$ cat config.mk
export PLATFORM = sky130hd
export DESIGN_NAME = dnn_frame_sched
export DESIGN_NICKNAME = d
export VERILOG_FILES = /design/src/rtl/dnn_sched_pkg.sv /design/src/rtl/dnn_argmax_seq.sv /design/src/rtl/dnn_frame_sched.sv
export SDC_FILE = /design/constraint.sdc
export NUM_CORES = 1
export LEC_CHECK = 0
export ABC_AREA = 1
export CAP_MARGIN = 30
export CORE_MARGIN = 4
export CORE_UTILIZATION = 48
export DETAILED_ROUTE_END_ITERATION = 6
export HOLD_SLACK_MARGIN = 0.06
export PLACE_DENSITY = 0.86
export SYNTH_ARGS = -nofsm -noshare
export SYNTH_HDL_FRONTEND = slang
export SYNTH_SLANG_ARGS = --single-unit
$ cat constraint.sdc
create_clock -name clk -period 6.7 [get_ports clk]
set_input_delay 0.67 -clock clk [delete_from_list [all_inputs] [get_ports clk]]
set_output_delay 0.67 -clock clk [all_outputs]
set_load 0.01 [all_outputs]
$ cat src/rtl/dnn_sched_pkg.sv
// Shared types and constants for the MNIST frame scheduler.
package dnn_sched_pkg;

  localparam int N_OUT = 10;
  localparam int CLASS_W = 4;
  localparam logic [CLASS_W-1:0] ERR_CLASS = 4'hF;

  typedef enum logic [2:0] {
    S_LOAD,
    S_BIAS,
    S_KICK,
    S_RUN,
    S_ARGMAX,
    S_RESULT
  } sched_state_t;

endpackage

$ cat src/rtl/dnn_argmax_seq.sv
// Serial signed arg-max over the ten engine outputs, one entry per cycle.
module dnn_argmax_seq
  import dnn_sched_pkg::*;
(
  input  logic                    clk,
  input  logic                    rst_n,
  input  logic                    start,
  input  logic [N_OUT-1:0][7:0]   vals,
  output logic                    done,
  output logic [CLASS_W-1:0]      best_idx,
  output logic signed [7:0]       best_val
);

  logic               active;
  logic [CLASS_W-1:0] cnt;
  logic signed [7:0]  cur;

  always_comb begin
    cur = '0;
    for (int unsigned i = 0; i < N_OUT; i++) begin
      if (cnt == CLASS_W'(i)) cur = vals[i];
    end
  end

  assign done = active && (cnt == CLASS_W'(N_OUT - 1));

  always_ff @(posedge clk or negedge rst_n) begin
    if (!rst_n) begin
      active   <= 1'b0;
      cnt      <= '0;
      best_idx <= '0;
      best_val <= '0;
    end else if (start) begin
      active <= 1'b1;
      cnt    <= '0;
    end else if (active) begin
      // Strict compare keeps the lowest index on ties.
      if (cnt == '0 || cur > best_val) begin
        best_val <= cur;
        best_idx <= cnt;
      end
      if (done) active <= 1'b0;
      else      cnt    <= cnt + 1'b1;
    end
  end

endmodule

$ cat src/rtl/dnn_frame_sched.sv
// Frame scheduler: load pixels + bias, kick engine, arg-max, return class.
// Optional engine watchdog enabled by defining DNN_SCHED_WDOG_EN.
module dnn_frame_sched
  import dnn_sched_pkg::*;
#(
  parameter int                     ADDR_WIDTH  = 16,
  parameter logic [ADDR_WIDTH-1:0]  ADDR_BASE_A = 16'h0000,
  parameter int                     N_PIX       = 400,
  parameter logic signed [7:0]      A_BIAS_VAL  = 8'sh7F,
  parameter logic [31:0]            WDOG_CYCLES = 32'd200000
) (
  input  logic                    clk,
  input  logic                    rst,
  input  logic                    pix_valid,
  output logic                    pix_ready,
  input  logic [7:0]              pix_data,
  output logic                    wr_en,
  output logic [ADDR_WIDTH-1:0]   wr_addr,
  output logic [7:0]              wr_data,
  output logic                    eng_reset,
  output logic                    eng_start,
  input  logic                    eng_done,
  input  logic [N_OUT-1:0][7:0]   eng_out,
  output logic                    res_valid,
  input  logic                    res_ready,
  output logic [CLASS_W-1:0]      res_class,
  output logic [7:0]              res_score,
  output logic                    res_err,
  output logic                    busy
);

  localparam int IDX_W = $clog2(N_PIX);

  sched_state_t       state_q, state_d;
  logic [IDX_W-1:0]   idx_q, idx_d;
  logic               kick_ph_q, kick_ph_d;
  logic               pix_ready_q;
  logic               pix_hs;
  logic               am_start, am_done;
  logic [CLASS_W-1:0] am_idx;
  logic signed [7:0]  am_val;
  logic               wdog_trip;
  logic               err_q;

`ifdef DNN_SCHED_WDOG_EN
  logic [31:0] wdog_q;
`endif

  // pix_ready is registered from the next state so it reads 0 during reset.
  assign pix_hs = pix_valid && pix_ready_q;

  always_comb begin
    state_d   = state_q;
    idx_d     = idx_q;
    kick_ph_d = kick_ph_q;
    am_start  = 1'b0;
    wdog_trip = 1'b0;
    case (state_q)
      S_LOAD: begin
        if (pix_hs) begin
          if (idx_q == IDX_W'(N_PIX - 1)) state_d = S_BIAS;
          else                            idx_d   = idx_q + 1'b1;
        end
      end
      S_BIAS: begin
        state_d   = S_KICK;
        kick_ph_d = 1'b0;
      end
      S_KICK: begin
        if (kick_ph_q) state_d   = S_RUN;
        else           kick_ph_d = 1'b1;
      end
      S_RUN: begin
        if (eng_done) begin
          am_start = 1'b1;
          state_d  = S_ARGMAX;
        end
`ifdef DNN_SCHED_WDOG_EN
        else if (wdog_q == WDOG_CYCLES - 32'd1) begin
          wdog_trip = 1'b1;
          state_d   = S_RESULT;
        end
`endif
      end
      S_ARGMAX: begin
        if (am_done) state_d = S_RESULT;
      end
      S_RESULT: begin
        if (res_ready) begin
          state_d = S_LOAD;
          idx_d   = '0;
        end
      end
      default: state_d = S_LOAD;
    endcase
  end

  always_ff @(posedge clk or negedge rst) begin
    if (!rst) begin
      state_q     <= S_LOAD;
      idx_q       <= '0;
      kick_ph_q   <= 1'b0;
      pix_ready_q <= 1'b0;
      wr_en       <= 1'b0;
      wr_addr     <= '0;
      wr_data     <= '0;
      eng_reset   <= 1'b0;
      eng_start   <= 1'b0;
    end else begin
      state_q     <= state_d;
      idx_q       <= idx_d;
      kick_ph_q   <= kick_ph_d;
      pix_ready_q <= (state_d == S_LOAD);
      eng_reset   <= (state_q == S_KICK) && !kick_ph_q;
      eng_start   <= (state_q == S_KICK) && kick_ph_q;
      wr_en       <= 1'b0;
      if (pix_hs) begin
        wr_en   <= 1'b1;
        wr_addr <= ADDR_BASE_A + ADDR_WIDTH'(idx_q);
        wr_data <= pix_data;
      end else if (state_q == S_BIAS) begin
        wr_en   <= 1'b1;
        wr_addr <= ADDR_BASE_A + ADDR_WIDTH'(N_PIX);
        wr_data <= A_BIAS_VAL;
      end
    end
  end

`ifdef DNN_SCHED_WDOG_EN
  always_ff @(posedge clk or negedge rst) begin
    if (!rst) begin
      wdog_q <= '0;
      err_q  <= 1'b0;
    end else begin
      wdog_q <= (state_q == S_RUN) ? wdog_q + 32'd1 : '0;
      if (wdog_trip)                              err_q <= 1'b1;
      else if (state_q == S_RESULT && res_ready)  err_q <= 1'b0;
    end
  end
`else
  logic wdog_unused;
  assign wdog_unused = ^WDOG_CYCLES;
  assign err_q       = 1'b0;
`endif

  dnn_argmax_seq u_argmax (
    .clk      (clk),
    .rst_n    (rst),
    .start    (am_start),
    .vals     (eng_out),
    .done     (am_done),
    .best_idx (am_idx),
    .best_val (am_val)
  );

  assign pix_ready = pix_ready_q;
  assign res_valid = (state_q == S_RESULT);
  assign res_class = err_q ? ERR_CLASS : am_idx;
  assign res_score = err_q ? '0 : am_val;
  assign res_err   = err_q;
  assign busy      = !(state_q == S_LOAD && idx_q == '0);

endmodule
* Word-level counts from Yosys, hierarchy flattened
Cells that the tools add are included.
W data, S select, Z words.
** Storage, ports and cells
- RAM bits :: 0
- Flip-flop bits (word level) :: 58
- Latch bits :: 0
- ROM bits :: 0
- Word-level logic and storage cells :: 91
- Memories kept :: 0
** Cells by class
- $mul :: 0
- Mux-type cells :: 36
- Order comparisons :: 1
- Div/mod/pow operators :: 0
- Reductions and logical operators :: 19
- Bitwise operators :: 1
- Equality and inequality tests :: 19
- Add/subtract/negate cells :: 2
- Shifts and indexed selects :: 0
** Operators by type and width (count)
- $mux W8 :: 12
- $mux W16 :: 2
- $mux W9 :: 3
- $mux W3 :: 6
- $pmux W3 S6 :: 1
- $pmux W9 S2 :: 1
- $eq A4 B3 Y1 const B :: 4
- $mux W4 :: 3
- $add A9 B1 Y9 const B :: 1
- $eq A9 B9 Y1 const B :: 1
- $logic_not A9 Y1 :: 1
- $eq A4 B2 Y1 const B :: 2
- $eq A4 B4 Y1 const B :: 2
- $gt A8 B8 Y1 :: 1
- $reduce_bool A2 Y1 :: 4
- $mux W1 :: 7
- $eq A3 B2 Y1 const B :: 2
- $eq A3 B3 Y1 const B :: 2
- $logic_not A3 Y1 :: 2
- $ne A2 B2 Y1 const B :: 3
- $logic_and A1 B1 Y1 :: 5
- $add A4 B1 Y4 const B :: 1
- $eq A4 B1 Y1 const B :: 1
- $logic_not A4 Y1 :: 1
- other kinds (9) :: 10

* Depth between registers and ports, before layout
- Depth after elaboration :: 14
- Gate-level depth with buffers :: 28
- Gate-level depth less buffers :: 27

* Cells and area by module
Synthesis repeated with hierarchy kept, for this count alone.
** Unflattened totals
- Cells, all modules :: 524
- Area, all modules :: 3703.6 um^2
** Modules (own cells, without submodules)
- dnn_argmax_seq :: instances 1, cells an instance 329, area each 1960.6 um^2
- dnn_frame_sched :: instances 1, cells an instance 195, area each 1742.9 um^2

* Least setup slack after synthesis
OpenSTA, ideal clock, no wires.
- Path kind :: register to register
- Start point :: register u_argmax.cnt[1]
- End point :: register u_argmax.best_val[1]
- Stages on the path, launching flop included :: 21
- Period minus slack after synthesis :: 2.871 ns
- Library setup time :: 0.117 ns
- Path buffers :: 3
- Required time :: 6.583 ns
- Path slack :: 3.829 ns
- Data arrival time :: 2.754 ns
- Path through :: dfrtp_1 inv_1 ha_1 buf_2 nand3_1 buf_2 or2_2 nand2_1 inv_1 ha_1 nand2_1 o21a_1 nand2_1 nand2_1 nand2_1 nand2_1 nand2_1 nand3_2 buf_2 nand2_1 nand2_1
** Between the ends
- Word-level cells in the longest chain between the ends :: 14
- Elaborated cells on any way between the ends :: 23
- Those cells by class :: order compare: 1; eq/ne: 9; mux: 10; reduce/logical: 3
** RTL lines
- from (decl) :: line dnn_argmax_seq.sv:15 : logic [CLASS_W-1:0] cnt;
- from (signal assigned) :: line dnn_argmax_seq.sv:43 : else cnt <= cnt + 1'b1;
- $logic_not A4 Y1 :: line dnn_argmax_seq.sv:21 : if (cnt == CLASS_W'(i)) cur = vals[i];
- $mux W8 (9 in a row) :: line dnn_argmax_seq.sv:21
- $mux W8 * :: line dnn_argmax_seq.sv:21
- via u_argmax.cur[7] :: line dnn_argmax_seq.sv:16 : logic signed [7:0] cur;
- $gt A8 B8 Y1 * :: line dnn_argmax_seq.sv:38 : if (cnt == '0 || cur > best_val) begin
- $logic_or A1 B1 Y1 * :: line dnn_argmax_seq.sv:38
- $reduce_and A3 Y1 (no line) *
- to (signal assigned) :: line dnn_argmax_seq.sv:39 : best_val <= cur;
- to (decl) :: line dnn_argmax_seq.sv:11 : output logic signed [7:0] best_val
The timed path passes the listed nets; every way through them passes the cells marked *.
A chain may end at the register's enable or synchronous reset.

* Worst setup path in the final report
- Start point :: register u_argmax.cnt[2]
- End point :: register u_argmax.best_idx[1]
** Between the ends
- Word-level cells in the longest chain between the ends :: 14
- Elaborated cells on any way between the ends :: 23
- Those cells by class :: order compare: 1; eq/ne: 9; mux: 10; reduce/logical: 3
** RTL lines
- $logic_not A4 Y1 :: line dnn_argmax_seq.sv:21
- $mux W8 (9 in a row) :: line dnn_argmax_seq.sv:21
- $mux W8 * :: line dnn_argmax_seq.sv:21
- via u_argmax.cur[7] :: line dnn_argmax_seq.sv:16
- $gt A8 B8 Y1 * :: line dnn_argmax_seq.sv:38
- $logic_or A1 B1 Y1 * :: line dnn_argmax_seq.sv:38
- $reduce_and A3 Y1 (no line) *
- to (signal assigned) :: line dnn_argmax_seq.sv:40 : best_idx <= cnt;
- to (decl) :: line dnn_argmax_seq.sv:10 : output logic [CLASS_W-1:0] best_idx,
Marks and branches as above.

==> impl_results.md <==
- Worst Setup EP: u_argmax.best_idx[1]
- Netlist cell types: 35
- Mapped Avg Cell Area: approximately 7 µm²
- Switching part of the total: 45.73%
- Fillers: slightly above 600
- DRC violations left: 0
- Final ANT Viol Nets: 0
- Antenna diodes: 0
- Hold WC Path Type: in2async
- Initial Util: 49.22%
- Reg power frac: 28.3%
- Postcts setup bufs: 0
- Layout area overhead: 38.73%
- DR WL/cell: between 10 and 15 µm
- DR vias: 3765
- Vias in the first global route: 3593
- Final setup violation count: 0
- Clk sink count: 51
- Die footprint: 0.008880 mm²
- RR Startpoint: u_argmax.cnt[2]
- CTS buffer count: 5
- Worst relative slew slack: 50.69%
- Nets: 746
- PwrDens: 335.8 mW/mm²
- Grt ovf: 0
- FF/Latch Area: roughly 0.0013 mm²
- Number of synthesized flops with an enable pin: 0
- Clk Latency, worst-skew pair: about 0.3 ns
- Fraction of registers with async set/reset: 100.0%
- Synth top area share: 35.75%
- RSZ-0062 raised after global routing: no
- Comb pwr share: between 60% and 70%
- Global-route wire length before repair: 16770 µm
- Power Internal: around 0.00090 W
- Critical path fanouts, max: 20
- Leak: between 2 and 2.5 nW
- Crit path DAT: 4.11 ns
- Share of cells above drive strength 1: 5.477%
- Starting DRT DRC Count: 162
- Util after Layout: between 60% and 70%
- Die H: 94.24 µm
- Reg-to-reg slack, setup: 2.77 ns
- Via/cell ratio: 5.102
- CP max-delay cell: nor2_2
- Yosys Warn Count: 0
- Worst setup path start: u_argmax.cnt[2]
- Multi-input logic area: 0.001856 mm²
- Clk pwr share: a little over a tenth
- CTS tree: built
- CP Class: reg2reg
- # resized after CTS: 0
- CP max stage delay: around 0.6 ns
- Final Hold Vio Count: 0
- Max cap viols: 0
- Period utilization: 58.73%
- Worst vdd ir: 199.2 µV
- Synthesized cell area: 0.003570 mm²
- CP Data Required Time: about 6.9 ns
- Root buffer cell: clkbuf_8
- Non-filler cells, final: approximately 740
- GP Congestion: 0.9442
- Site Rows: 31
- Crit path top cell by count: nand2_1
- H-tree level count: 2
- Max Buffers Root-to-Sink: 2
- Setup TNS: 0 ns
- Worst Max-Slew Pin Slew: around 0.74 ns
- Overall routed net length: 10620 µm
- Post-synthesis sequential area ratio: 35.75%
- Cells after Synth: between 500 and 600
- Slew Limit Fails: 0
- Reg-to-reg critical path endpoint: u_argmax.best_idx[1]
- Prevailing post-synth register cell: dfrtp_1
- Die width: ~94 µm
- Core area: 0.007253 mm²
- NetSw: 0.0007605 W
- Worst Reg-to-Reg Cells: 24
- Input/output buffers: 127
- Ranking of synthesized cells by area: dfrtp_1 (36%), nand2_1 (16%), inv_1 (8.7%), nand3_1 (8.0%), ha_1 (4.9%)
- Clock-pin slew on the worst setup and hold paths: 0.09 ns
- Clock Skew: 0.006882 ns
- Final min period: 3.935 ns
- Total Routing Usage GR: a little under a quarter
- Leading area contributor after synthesis: dfrtp_1
- HPWL Detailed: between 8000 and 9000 µm
- CP Cell Sequence: nor2_2 -> nand2_1 -> o21ai_0 -> inv_1 -> nand2_1 -> nand2_1 -> nand2_1 -> nand2_1 -> nand3_1 -> nand3_1 -> nand2_1 -> inv_1 -> ha_1 -> nand2_1 -> nor2_1 -> nand2_1 -> nand2_1 -> nand2_1 -> nand2_1 -> nand2_1 -> nand2_1 -> nand3_2 -> nand2_1 -> o21ai_0
- # placed instances: 731
- Initial antenna violation count: 0
- Maximum number of pins on one net before global-route repair: 43
- Fmax achieved: about 250 MHz
- I/O pins: 136
- CTS hold repair buffers: 0
- Critical Path End Type: register
- Synth Register Bits: 51
- Initial DRT Pass Iterations: 5
- Startpoint types: register
- Run status: complete, no violations
[cells in the mapped netlist (all sizes together) (3+ instances only)]
master / count
nand2: 154
inv: 86
nand3: 59
dfrtp: 51
nor2: 34
o21ai: 29
buf: 19
or2: 15
ha: 14
nand4: 13
o22a: 10
a21oi: 7
nor3: 6
nor3b: 3
o31ai: 3
xor2: 3
[cell families after synthesis]
family	synth area share, %
xor gates and xnor gates	0.7362
DFF	35.75
AOI/OAI and AO/OA	9.674
adders and majority gates	4.907
buffers and inverters	13.00
and+or+nand+nor	35.82
other	0.1051
[sequential cells by signal (all words and copies together), names as in the netlist]
| name | flops |
|---|---|
| state_q | 3 |
| idx_q | 9 |
| u_argmax.best_idx | 4 |
| u_argmax.cnt | 4 |
| u_argmax.active | 1 |
| u_argmax.best_val | 8 |
| eng_reset | 1 |
| wr_en | 1 |
| pix_ready | 1 |
| kick_ph_q | 1 |
| eng_start | 1 |
| wr_data | 8 |
| wr_addr | 9 |
[layout make-up]
class / count / share of cell area, %
clock buffer: 6 / 1.668
clock inverter: 1 / 0.1011
inverter: 86 / 6.518
multi-input combinational: 367 / 37.47
sequential: 51 / 25.77
tap: 99 / 2.501
timing repair buffer: 128 / 25.97
[power by group through the flow]
stage | logic [W] | registers (W) | clock network [W]
global placement | 0.000983 | 0.000472 | 0
floorplan | 0.000691 | 0.000481 | 0
global route | 0.00117 | 0.000481 | 0.000194
CTS | 0.00102 | 0.000470 | 0.000180
finish | 0.00102 | 0.000470 | 0.000173
detailed placement | 0.00102 | 0.000474 | 0
[critical path, delay by kind of cell (launching register included)]
family                   cells  cell delay (ns)
buffers and inverters        2             0.10
AND/OR/NAND/NOR             19             2.56
adder cells (fa/ha/maj)      1             0.32
AO/OA/AOI/OAI                2             0.36
flip-flops                   1             0.46
[worst min-delay path by stage]
stage	endpoint	cells past startpoint	slack [ns]	startpoint
final	wr_data[5]	1	0.23	rst
after global routing	wr_addr[8]	1	0.23	rst
after CTS	wr_addr[8]	1	0.23	rst
after detailed placement	eng_reset	1	0.43	kick_ph_q
after global placement	eng_reset	1	0.41	kick_ph_q
after floorplan	eng_reset	0	0.37	rst
[per-stage QoR]
stage | setup slack (ns) | power (W) | hold slack (ns) | instance area [µm²]
final | 2.765 | 0.001663 | 0.2340 | 4952
after global routing | 2.345 | 0.001841 | 0.2276 | 4952
after CTS | 2.781 | 0.001674 | 0.2304 | 4952
after detailed placement | 2.803 | 0.001491 | 0.4290 | 4865
after global placement | 2.991 | 0.001455 | 0.4149 | 4845
after floorplan | 3.829 | 0.001172 | 0.3744 | 3596
[routing by layer]
layer | vias up | GRT usage, % | part of all wire, %
met5 | - | 0 | 0
met3 | 19 | 4.808 | 8.2
met1 | 1732 | 29.65 | 43
met4 | 0 | 6.017 | 1.7
met2 | 145 | 40.43 | 48
li1 | 1869 | - | -
[cells in the final DEF, fill, tap and decap left out, types with 2 or more instances in the layout]
master / instances
nand3_2: 2
nor2_2: 2
nand2_1: 152
conb_1: 8
nand3_1: 57
o31ai_1: 3
nor3b_1: 2
o21ai_1: 2
o22a_1: 10
nand4_1: 13
a21oi_1: 6
clkbuf_8: 6
dfrtp_1: 51
inv_1: 83
nor4_1: 2
xor2_1: 3
inv_2: 3
nor2_1: 32
nor3_1: 6
clkdlybuf4s50_1: 126
a32o_1: 2
ha_1: 14
or2_2: 15
o21ai_0: 27
Note: power is estimated with default switching activity, not from simulation.
